==> config.mk <==
export PLATFORM = sky130hd
export DESIGN_NAME = packet_buffer_reader_flat
export DESIGN_NICKNAME = d
export VERILOG_FILES = /design/src/rtl/packet_buffer_reader_pkg.sv /design/src/rtl/packet_buffer_reader_if.sv /design/src/rtl/packet_buffer_reader_byte_fifo.sv /design/src/rtl/packet_buffer_reader.sv /design/src/flat_wrapper.sv
export SDC_FILE = /design/constraint.sdc
export NUM_CORES = 1
export LEC_CHECK = 0
export ABC_AREA = 1
export CAP_MARGIN = 20
export CORE_MARGIN = 4
export CORE_UTILIZATION = 29
export DETAILED_ROUTE_END_ITERATION = 12
export GPL_TIMING_DRIVEN = 1
export SETUP_SLACK_MARGIN = 0.1
export SLEW_MARGIN = 10
export SYNTH_ARGS = -nofsm -noshare
export SYNTH_HDL_FRONTEND = slang
export SYNTH_SLANG_ARGS = --single-unit
==> constraint.sdc <==
create_clock -name clk -period 3.2 [get_ports clk]
set_input_delay 0.32 -clock clk [delete_from_list [all_inputs] [get_ports clk]]
set_output_delay 0.32 -clock clk [all_outputs]
set_load 0.03 [all_outputs]
==> src/rtl/packet_buffer_reader_pkg.sv <==
// packet_buffer_reader_pkg: shared packet-buffer constants and the clog2 helper
package packet_buffer_reader_pkg;
   localparam int BYTE_LEN = 8;
   localparam int PACKET_BUFFER_SIZE = 64;
   localparam int PACKET_BUFFER_READ_LATENCY = 2;
   function automatic int clog2(input int value);
      int r;
      r = 0;
      while ((1 << r) < value) r++;
      return r;
   endfunction
endpackage

==> src/rtl/packet_buffer_reader_if.sv <==
// packet_buffer_reader_if: job control, BRAM-driver read port and output byte stream
interface packet_buffer_reader_if
   import packet_buffer_reader_pkg::*;
#(
   parameter int AW = clog2(PACKET_BUFFER_SIZE),
   parameter int DW = BYTE_LEN
);
   logic          start;
   logic [AW-1:0] start_addr;
   logic [AW:0]   len;
   logic          busy;
   logic          done;
   logic          read_req;
   logic [AW-1:0] read_addr;
   logic          read_ready;
   logic [DW-1:0] read_out;
   logic          out_valid;
   logic [DW-1:0] out_data;
   logic          out_last;
   logic          out_ready;
   modport master (
      input  start, start_addr, len, read_ready, read_out, out_ready,
      output busy, done, read_req, read_addr, out_valid, out_data, out_last
   );
   modport slave (
      output start, start_addr, len, read_ready, read_out, out_ready,
      input  busy, done, read_req, read_addr, out_valid, out_data, out_last
   );
endinterface

==> src/rtl/packet_buffer_reader_byte_fifo.sv <==
// byte_fifo: synchronous FIFO with head/count/empty/full, async active-low reset
module byte_fifo
   import packet_buffer_reader_pkg::*;
#(
   parameter int WIDTH = BYTE_LEN,
   parameter int DEPTH = 4,
   localparam int PW = DEPTH > 1 ? clog2(DEPTH) : 1,
   localparam int CW = clog2(DEPTH + 1)
) (
   input  logic             clk,
   input  logic             reset,
   input  logic             push,
   input  logic             pop,
   input  logic [WIDTH-1:0] din,
   output logic [WIDTH-1:0] head,
   output logic [CW-1:0]    count,
   output logic             empty,
   output logic             full
);
   logic [WIDTH-1:0] mem_q [DEPTH];
   logic [PW-1:0]    wr_ptr_q, wr_ptr_d, rd_ptr_q, rd_ptr_d;
   logic [CW-1:0]    count_q, count_d;

   function automatic logic [PW-1:0] bump(input logic [PW-1:0] p);
      return p == PW'(DEPTH - 1) ? '0 : p + PW'(1);
   endfunction

   // pointers advance with wrap at DEPTH; push and pop together keep the count
   always_comb begin
      wr_ptr_d = push ? bump(wr_ptr_q) : wr_ptr_q;
      rd_ptr_d = pop ? bump(rd_ptr_q) : rd_ptr_q;
      count_d  = count_q + CW'(push) - CW'(pop);
   end

   // control registers
   always_ff @(posedge clk or negedge reset) begin
      if (!reset) begin
         wr_ptr_q <= '0;
         rd_ptr_q <= '0;
         count_q  <= '0;
      end else begin
         wr_ptr_q <= wr_ptr_d;
         rd_ptr_q <= rd_ptr_d;
         count_q  <= count_d;
      end
   end

   // storage needs no reset: head is only consumed while non-empty
   always_ff @(posedge clk) begin
      if (push) mem_q[wr_ptr_q] <= din;
   end

   assign head  = mem_q[rd_ptr_q];
   assign count = count_q;
   assign empty = count_q == '0;
   assign full  = count_q == CW'(DEPTH);
endmodule

==> src/rtl/packet_buffer_reader.sv <==
// packet_buffer_reader: credit-based BRAM byte reader; optional PACKET_READER_WRAP_EN wraps addresses at RAM_SIZE
module packet_buffer_reader
   import packet_buffer_reader_pkg::*;
#(
   parameter int RAM_SIZE     = PACKET_BUFFER_SIZE,
   parameter int READ_LATENCY = PACKET_BUFFER_READ_LATENCY,
   parameter int FIFO_DEPTH   = 4
) (
   input logic                    clk,
   input logic                    reset,
   packet_buffer_reader_if.master bus
);
   localparam int AW = clog2(RAM_SIZE);
   localparam int CW = clog2(FIFO_DEPTH + 1);

   typedef enum logic [1:0] {IDLE, READ, DRAIN, DONE} state_t;

   state_t               state_q, state_d;
   logic [AW-1:0]        rd_addr_q, rd_addr_d, rd_addr_inc;
   logic [AW:0]          rd_remaining_q, rd_remaining_d;
   logic [AW:0]          out_remaining_q, out_remaining_d;
   logic [CW-1:0]        outstanding_q, outstanding_d;
   logic [CW-1:0]        fifo_count;
   logic [CW:0]          credit;
   logic [BYTE_LEN-1:0]  fifo_head;
   logic                 fifo_empty, fifo_full;
   logic                 accept, issue, push, pop;

   assign accept = state_q == IDLE && bus.start;
   assign pop    = !fifo_empty && bus.out_ready;
   assign push   = bus.read_ready && outstanding_q != '0;
   assign credit = {1'b0, fifo_count} + {1'b0, outstanding_q} - (CW + 1)'(pop);
   assign issue  = state_q == READ && rd_remaining_q != '0 && credit < (CW + 1)'(FIFO_DEPTH);

`ifdef PACKET_READER_WRAP_EN
   assign rd_addr_inc = rd_addr_q == AW'(RAM_SIZE - 1) ? '0 : rd_addr_q + AW'(1);
`else
   assign rd_addr_inc = rd_addr_q + AW'(1);
`endif

   // state register and job counters
   always_ff @(posedge clk or negedge reset) begin
      if (!reset) begin
         state_q         <= IDLE;
         rd_addr_q       <= '0;
         rd_remaining_q  <= '0;
         out_remaining_q <= '0;
         outstanding_q   <= '0;
      end else begin
         state_q         <= state_d;
         rd_addr_q       <= rd_addr_d;
         rd_remaining_q  <= rd_remaining_d;
         out_remaining_q <= out_remaining_d;
         outstanding_q   <= outstanding_d;
      end
   end

   // next state: READ until the last read issues, DRAIN until the last byte leaves
   always_comb begin
      state_d = state_q;
      case (state_q)
         IDLE:    if (bus.start) state_d = bus.len == '0 ? DONE : READ;
         READ:    if (issue && rd_remaining_q == (AW + 1)'(1)) state_d = DRAIN;
         DRAIN:   if (pop && out_remaining_q == (AW + 1)'(1)) state_d = DONE;
         default: state_d = IDLE;
      endcase
   end

   // job counters: latched on accepted start, stepped by issue, pop and return
   always_comb begin
      rd_addr_d       = accept ? bus.start_addr : issue ? rd_addr_inc : rd_addr_q;
      rd_remaining_d  = accept ? bus.len : issue ? rd_remaining_q - (AW + 1)'(1) : rd_remaining_q;
      out_remaining_d = accept ? bus.len : pop ? out_remaining_q - (AW + 1)'(1) : out_remaining_q;
      outstanding_d   = outstanding_q + CW'(issue) - CW'(push);
   end

   // outputs decoded from state, counters and FIFO occupancy
   always_comb begin
      bus.busy      = state_q != IDLE;
      bus.done      = state_q == DONE;
      bus.read_req  = issue;
      bus.read_addr = rd_addr_q;
      bus.out_valid = !fifo_empty;
      bus.out_data  = fifo_empty ? '0 : fifo_head;
      bus.out_last  = !fifo_empty && out_remaining_q == (AW + 1)'(1);
   end

   byte_fifo #(
      .WIDTH (BYTE_LEN),
      .DEPTH (FIFO_DEPTH)
   ) u_fifo (
      .clk   (clk),
      .reset (reset),
      .push  (push),
      .pop   (pop),
      .din   (bus.read_out),
      .head  (fifo_head),
      .count (fifo_count),
      .empty (fifo_empty),
      .full  (fifo_full)
   );

   a_no_overflow: assert property (@(posedge clk) disable iff (!reset) !(push && fifo_full && !pop));
   a_read_latency: assert property (@(posedge clk) disable iff (!reset) bus.read_req |-> ##READ_LATENCY bus.read_ready);
endmodule

==> src/flat_wrapper.sv <==
// flat-port wrapper written by rule: the top's interface ports become plain ports
module packet_buffer_reader_flat import packet_buffer_reader_pkg::*;
#(
   parameter int RAM_SIZE     = PACKET_BUFFER_SIZE,
   parameter int READ_LATENCY = PACKET_BUFFER_READ_LATENCY,
   parameter int FIFO_DEPTH   = 4
)
  (clk, reset, bus_start, bus_start_addr, bus_len, bus_read_ready, bus_read_out, bus_out_ready, bus_busy, bus_done, bus_read_req, bus_read_addr, bus_out_valid, bus_out_data, bus_out_last);
  packet_buffer_reader_if #(.AW((6)), .DW(8)) bus_i ();
  input logic clk;
  input logic reset;
  input wire logic [$bits(bus_i.start)-1:0] bus_start;
  input wire logic [$bits(bus_i.start_addr)-1:0] bus_start_addr;
  input wire logic [$bits(bus_i.len)-1:0] bus_len;
  input wire logic [$bits(bus_i.read_ready)-1:0] bus_read_ready;
  input wire logic [$bits(bus_i.read_out)-1:0] bus_read_out;
  input wire logic [$bits(bus_i.out_ready)-1:0] bus_out_ready;
  output wire logic [$bits(bus_i.busy)-1:0] bus_busy;
  output wire logic [$bits(bus_i.done)-1:0] bus_done;
  output wire logic [$bits(bus_i.read_req)-1:0] bus_read_req;
  output wire logic [$bits(bus_i.read_addr)-1:0] bus_read_addr;
  output wire logic [$bits(bus_i.out_valid)-1:0] bus_out_valid;
  output wire logic [$bits(bus_i.out_data)-1:0] bus_out_data;
  output wire logic [$bits(bus_i.out_last)-1:0] bus_out_last;
  assign bus_i.start = bus_start;
  assign bus_i.start_addr = bus_start_addr;
  assign bus_i.len = bus_len;
  assign bus_i.read_ready = bus_read_ready;
  assign bus_i.read_out = bus_read_out;
  assign bus_i.out_ready = bus_out_ready;
  assign bus_busy = bus_i.busy;
  assign bus_done = bus_i.done;
  assign bus_read_req = bus_i.read_req;
  assign bus_read_addr = bus_i.read_addr;
  assign bus_out_valid = bus_i.out_valid;
  assign bus_out_data = bus_i.out_data;
  assign bus_out_last = bus_i.out_last;
  packet_buffer_reader #(.RAM_SIZE(RAM_SIZE), .READ_LATENCY(READ_LATENCY), .FIFO_DEPTH(FIFO_DEPTH)) u_core (.clk(clk), .reset(reset), .bus(bus_i));
endmodule
==> flow_metrics.py <==
metrics = {
    "cts": {
        "cts_buffers": 9,
        "cts_tree": "yes",
        "clk_latency_ps": 330,
        "clk_path_buf_depth": 2,
        "cts.sinks": 64,
        "clkTransAtPathRegs_ps": 60,
        "htreeDepth": 3,
        "cts_setup_buffers": 0,
        "cts-root-buf": "clkbuf_16",
    },
    "setup_path": {
        "worstSetupEndpointType": "flop",
        "r2r-end": "u_core.outstanding_q[2]$_DFF_PN0_",
        "reg2reg_from": "u_core.u_fifo.count[1]$_DFF_PN0_",
        "startpoint_type": "flop",
        "arrival_ps": 3140,
        "crit_path_max_fanout": 3,
        "critPathKind": "reg2reg",
        "reg2reg_slack_ps": 280,
        "r2r_cells": 18,
        "required_ps": 3420,
    },
    "placed_design": {
        "dp_hpwl_mm": 5.384,
        "detailedPlace.worstSlack_ps": -14.97,
        "place.port_buffers": 44,
        "dp.cells": 546,
        "gp_congestion": 0.8445,
        "placed_cell_area_sq_um": 4084,
    },
    "timing": {
        "setup_viol": 0,
        "worst_slack_ps": 277.9,
        "max-slew-margin-rel_pct": 42.98,
        "period_share_pct": 91.32,
        "fin_crit_ps": 2922,
        "hold_viol": 0,
        "tightest_slew_ps": 852.1,
        "fmax_mhz": 342.2,
        "fin_skew_ps": 7.650,
        "drv_slew": 0,
        "rsz0062_at_grt": "false",
    },
    "yosys": {
        "synth.area.top_cells": "edfxtp_1 28%, dfrtp_1 23%, ha_1 8.3%, nor2_1 5.4%, nand2_1 4.6%",
        "synth_top_cell_by_area": "edfxtp_1",
        "synth_cell_types": 33,
        "syn_nets": 414,
        "synth_xor_area_share_pct": 4.523,
        "synth_top_family_by_area": "simple AND/OR/NAND/NOR gates",
        "synth_mux_area_share_pct": 0,
        "ys_dominant_reg_cell": "edfxtp_1",
        "synthAdderAreaFrac_pct": 9.404,
        "syn_inst": 363,
        "yosys.area_share.simple_pct": 20.82,
        "ys_warn_count": 0,
        "ys_seq_elements": 64,
        "syn_area_per_cell_sq_um": 9.603,
        "synth-compound-area-share_pct": 8.758,
        "ys_async_sr_fraction_pct": 50.00,
        "ys_seq_area_share_pct": 50.54,
        "syn_area_sq_um": 3486,
        "synth-edff-count": 32,
        "yosysTopAreaCellShare_pct": 27.57,
    },
    "routing": {
        "ant_nets": 0,
        "vias_per_cell": 4.580,
        "wire_per_inst_microns": 13.46,
        "vias": 2574,
        "wl_mm": 7.566,
        "first_iter_violations": 155,
        "drt_drc_violations_left": 0,
        "drt-pass1-iter-count": 4,
    },
    "pwr": {
        "vdd_drop_max_uv": 411.7,
        "leakage_nw": 1.849,
        "p_total_mw": 4.907,
        "power_density_nw_per_um2": 1114,
    },
    "finish": {
        "syn2layout_area_growth_pct": 26.35,
        "stdcell_count": 562,
        "final_nets": 465,
        "antenna_cells": 0,
        "drive_above_1_share_pct": 13.37,
        "final_area_sq_um": 4404,
    },
    "floorplan": {
        "core_sq_um": 11610,
        "die-width_microns": 117.6,
        "die-area_sq_um": 13840,
        "ios": 45,
        "die_h_microns": 117.6,
        "rows": 39,
        "start_util_pct": 30.02,
    },
    "global_routing": {
        "grt_max_degree": 33,
        "overflow": 0,
        "grt_pass1_wl_mm": 12.68,
        "antenna_found_initial": 0,
        "grt_usage_pct": 11.38,
        "grt_pass1_vias": 2508,
    },
    "job": {
        "maxCapViolations": 0,
    },
    "outcome": {
        "outcome": "finished, final reports clean",
    },
    "min_path": {
        "hold_class": "in2async",
    },
}
## synthesized netlist by cell type, types with 3 or more instances
cell       n
edfxtp_1  32
nor2_2     3
nand3_1   32
xor2_1    12
a21oi_1   11
ha_1      23
o21ai_0   29
xnor2_1    6
dfrtp_1   32
o211ai_1   4
nand2_2   10
nand2_1   43
nand2_4    5
inv_1     34
clkinv_1   4
clkbuf_1   7
nor2_1    50
## cells by family after synthesis
family,Yosys count
AOI/OAI and AO/OA,53
xor gates and xnor gates,18
adders and majority gates,25
buffers and inverters,49
DFF,64
and+or+nand+nor,154
## state kept, by name, indices dropped and copies added, names as in the netlist
| register | flops |
|---|---|
| u_core.out_remaining_q | 7 |
| u_core.u_fifo.count | 3 |
| u_core.state_q | 2 |
| u_core.u_fifo.rd_ptr_q | 2 |
| u_core.rd_remaining_q | 7 |
| u_core.u_fifo.mem_q | 32 |
| u_core.u_fifo.wr_ptr_q | 2 |
| u_core.outstanding_q | 3 |
| u_core.bus.read_addr | 6 |
## critical path, cell delays in order (launching register included)
cell	delay, ps
dfrtp_1	410
inv_2	80
ha_1	280
inv_1	70
ha_4	270
nand2_1	50
inv_1	60
nand4_2	100
nand3_2	80
nand2_1	80
nor2_4	140
nand2_4	60
ha_1	290
inv_1	60
ha_1	120
inv_1	50
fa_2	350
xnor2_2	140
xor2_1	140
## where the power goes
group          switching, mW  internal, mW  total, mW
Clock                  0.364         0.521      0.885
Combinational           1.55          1.04       2.59
Sequential             0.265          1.17       1.43
Total                   2.18          2.73       4.91
## how the worst max path moves through the flow
stage	from	end	slack [ps]	depth (start not counted)
after floorplan	u_core.u_fifo.count[1]$_DFF_PN0_	u_core.outstanding_q[2]$_DFF_PN0_	130	21
after global placement	bus_out_ready	u_core.outstanding_q[2]$_DFF_PN0_	80	19
after detailed placement	bus_out_ready	u_core.outstanding_q[2]$_DFF_PN0_	-10	19
after CTS	u_core.u_fifo.count[1]$_DFF_PN0_	u_core.outstanding_q[2]$_DFF_PN0_	210	18
after global routing	u_core.u_fifo.count[1]$_DFF_PN0_	u_core.outstanding_q[2]$_DFF_PN0_	80	18
final	u_core.u_fifo.count[1]$_DFF_PN0_	u_core.outstanding_q[2]$_DFF_PN0_	280	18
## cells in the final DEF (no fill, tap or decap), drive strengths merged
master         synthesis  final
nand2                 58     58
nor2                  53     53
clkdlybuf4s50          0     43
inv                   36     36
nand3                 33     33
edfxtp                32     32
dfrtp                 32     32
o21ai                 31     31
ha                    23     23
a21oi                 13     13
xor2                  12     12
clkbuf                 7      9
clkinv                 4      8
buf                    2      6
xnor2                  6      6
o211ai                 4      4
clkinvlp               0      3
o21a                   2      2
nand3b                 2      2
or2                    2      2
o221ai                 2      2
nor4                   2      2
nor3                   2      2
nand4                  2      2
fa                     2      2
o31ai                  1      1
## area by class of cell
cell class / instances / area, sq um
Clock buffer: 9 / 225.2
Inverter: 40 / 151.4
Tap cell: 143 / 178.9
Clock inverter: 7 / 48.80
Timing Repair Buffer: 49 / 475.5
Multi-Input combinational cell: 250 / 1562
Sequential cell: 64 / 1763
Fill cell: 1142 / 7209
## through the flow
| step | TNS [ps] | utilization, % | hold WS [ps] |
|---|---|---|---|
| 2_1_floorplan | 0 | - | 24.41 |
| 3_3_place_gp | 0 | 35.16 | 511.6 |
| 3_5_place_dp | -14.97 | 35.16 | 514.4 |
| 4_1_cts | 0 | 37.52 | 411.4 |
| 5_1_grt | 0 | 37.92 | 436.8 |
| 6_report | 0 | 37.92 | 388.2 |
## timing repair
action / CTS / global route
setup endpoints to repair: 0 / 1
hold buffers: 0 / 0
resized for setup: 0 / 7
## metal layers
metal	share of wire, %	track usage, %	vias up
li1	-	-	1313
met1	44	14.34	1202
met2	49	18.29	51
met3	4.8	3.364	8
met4	1.8	4.615	0
met5	0	0	-
Note: power is estimated with default switching activity, not from simulation.
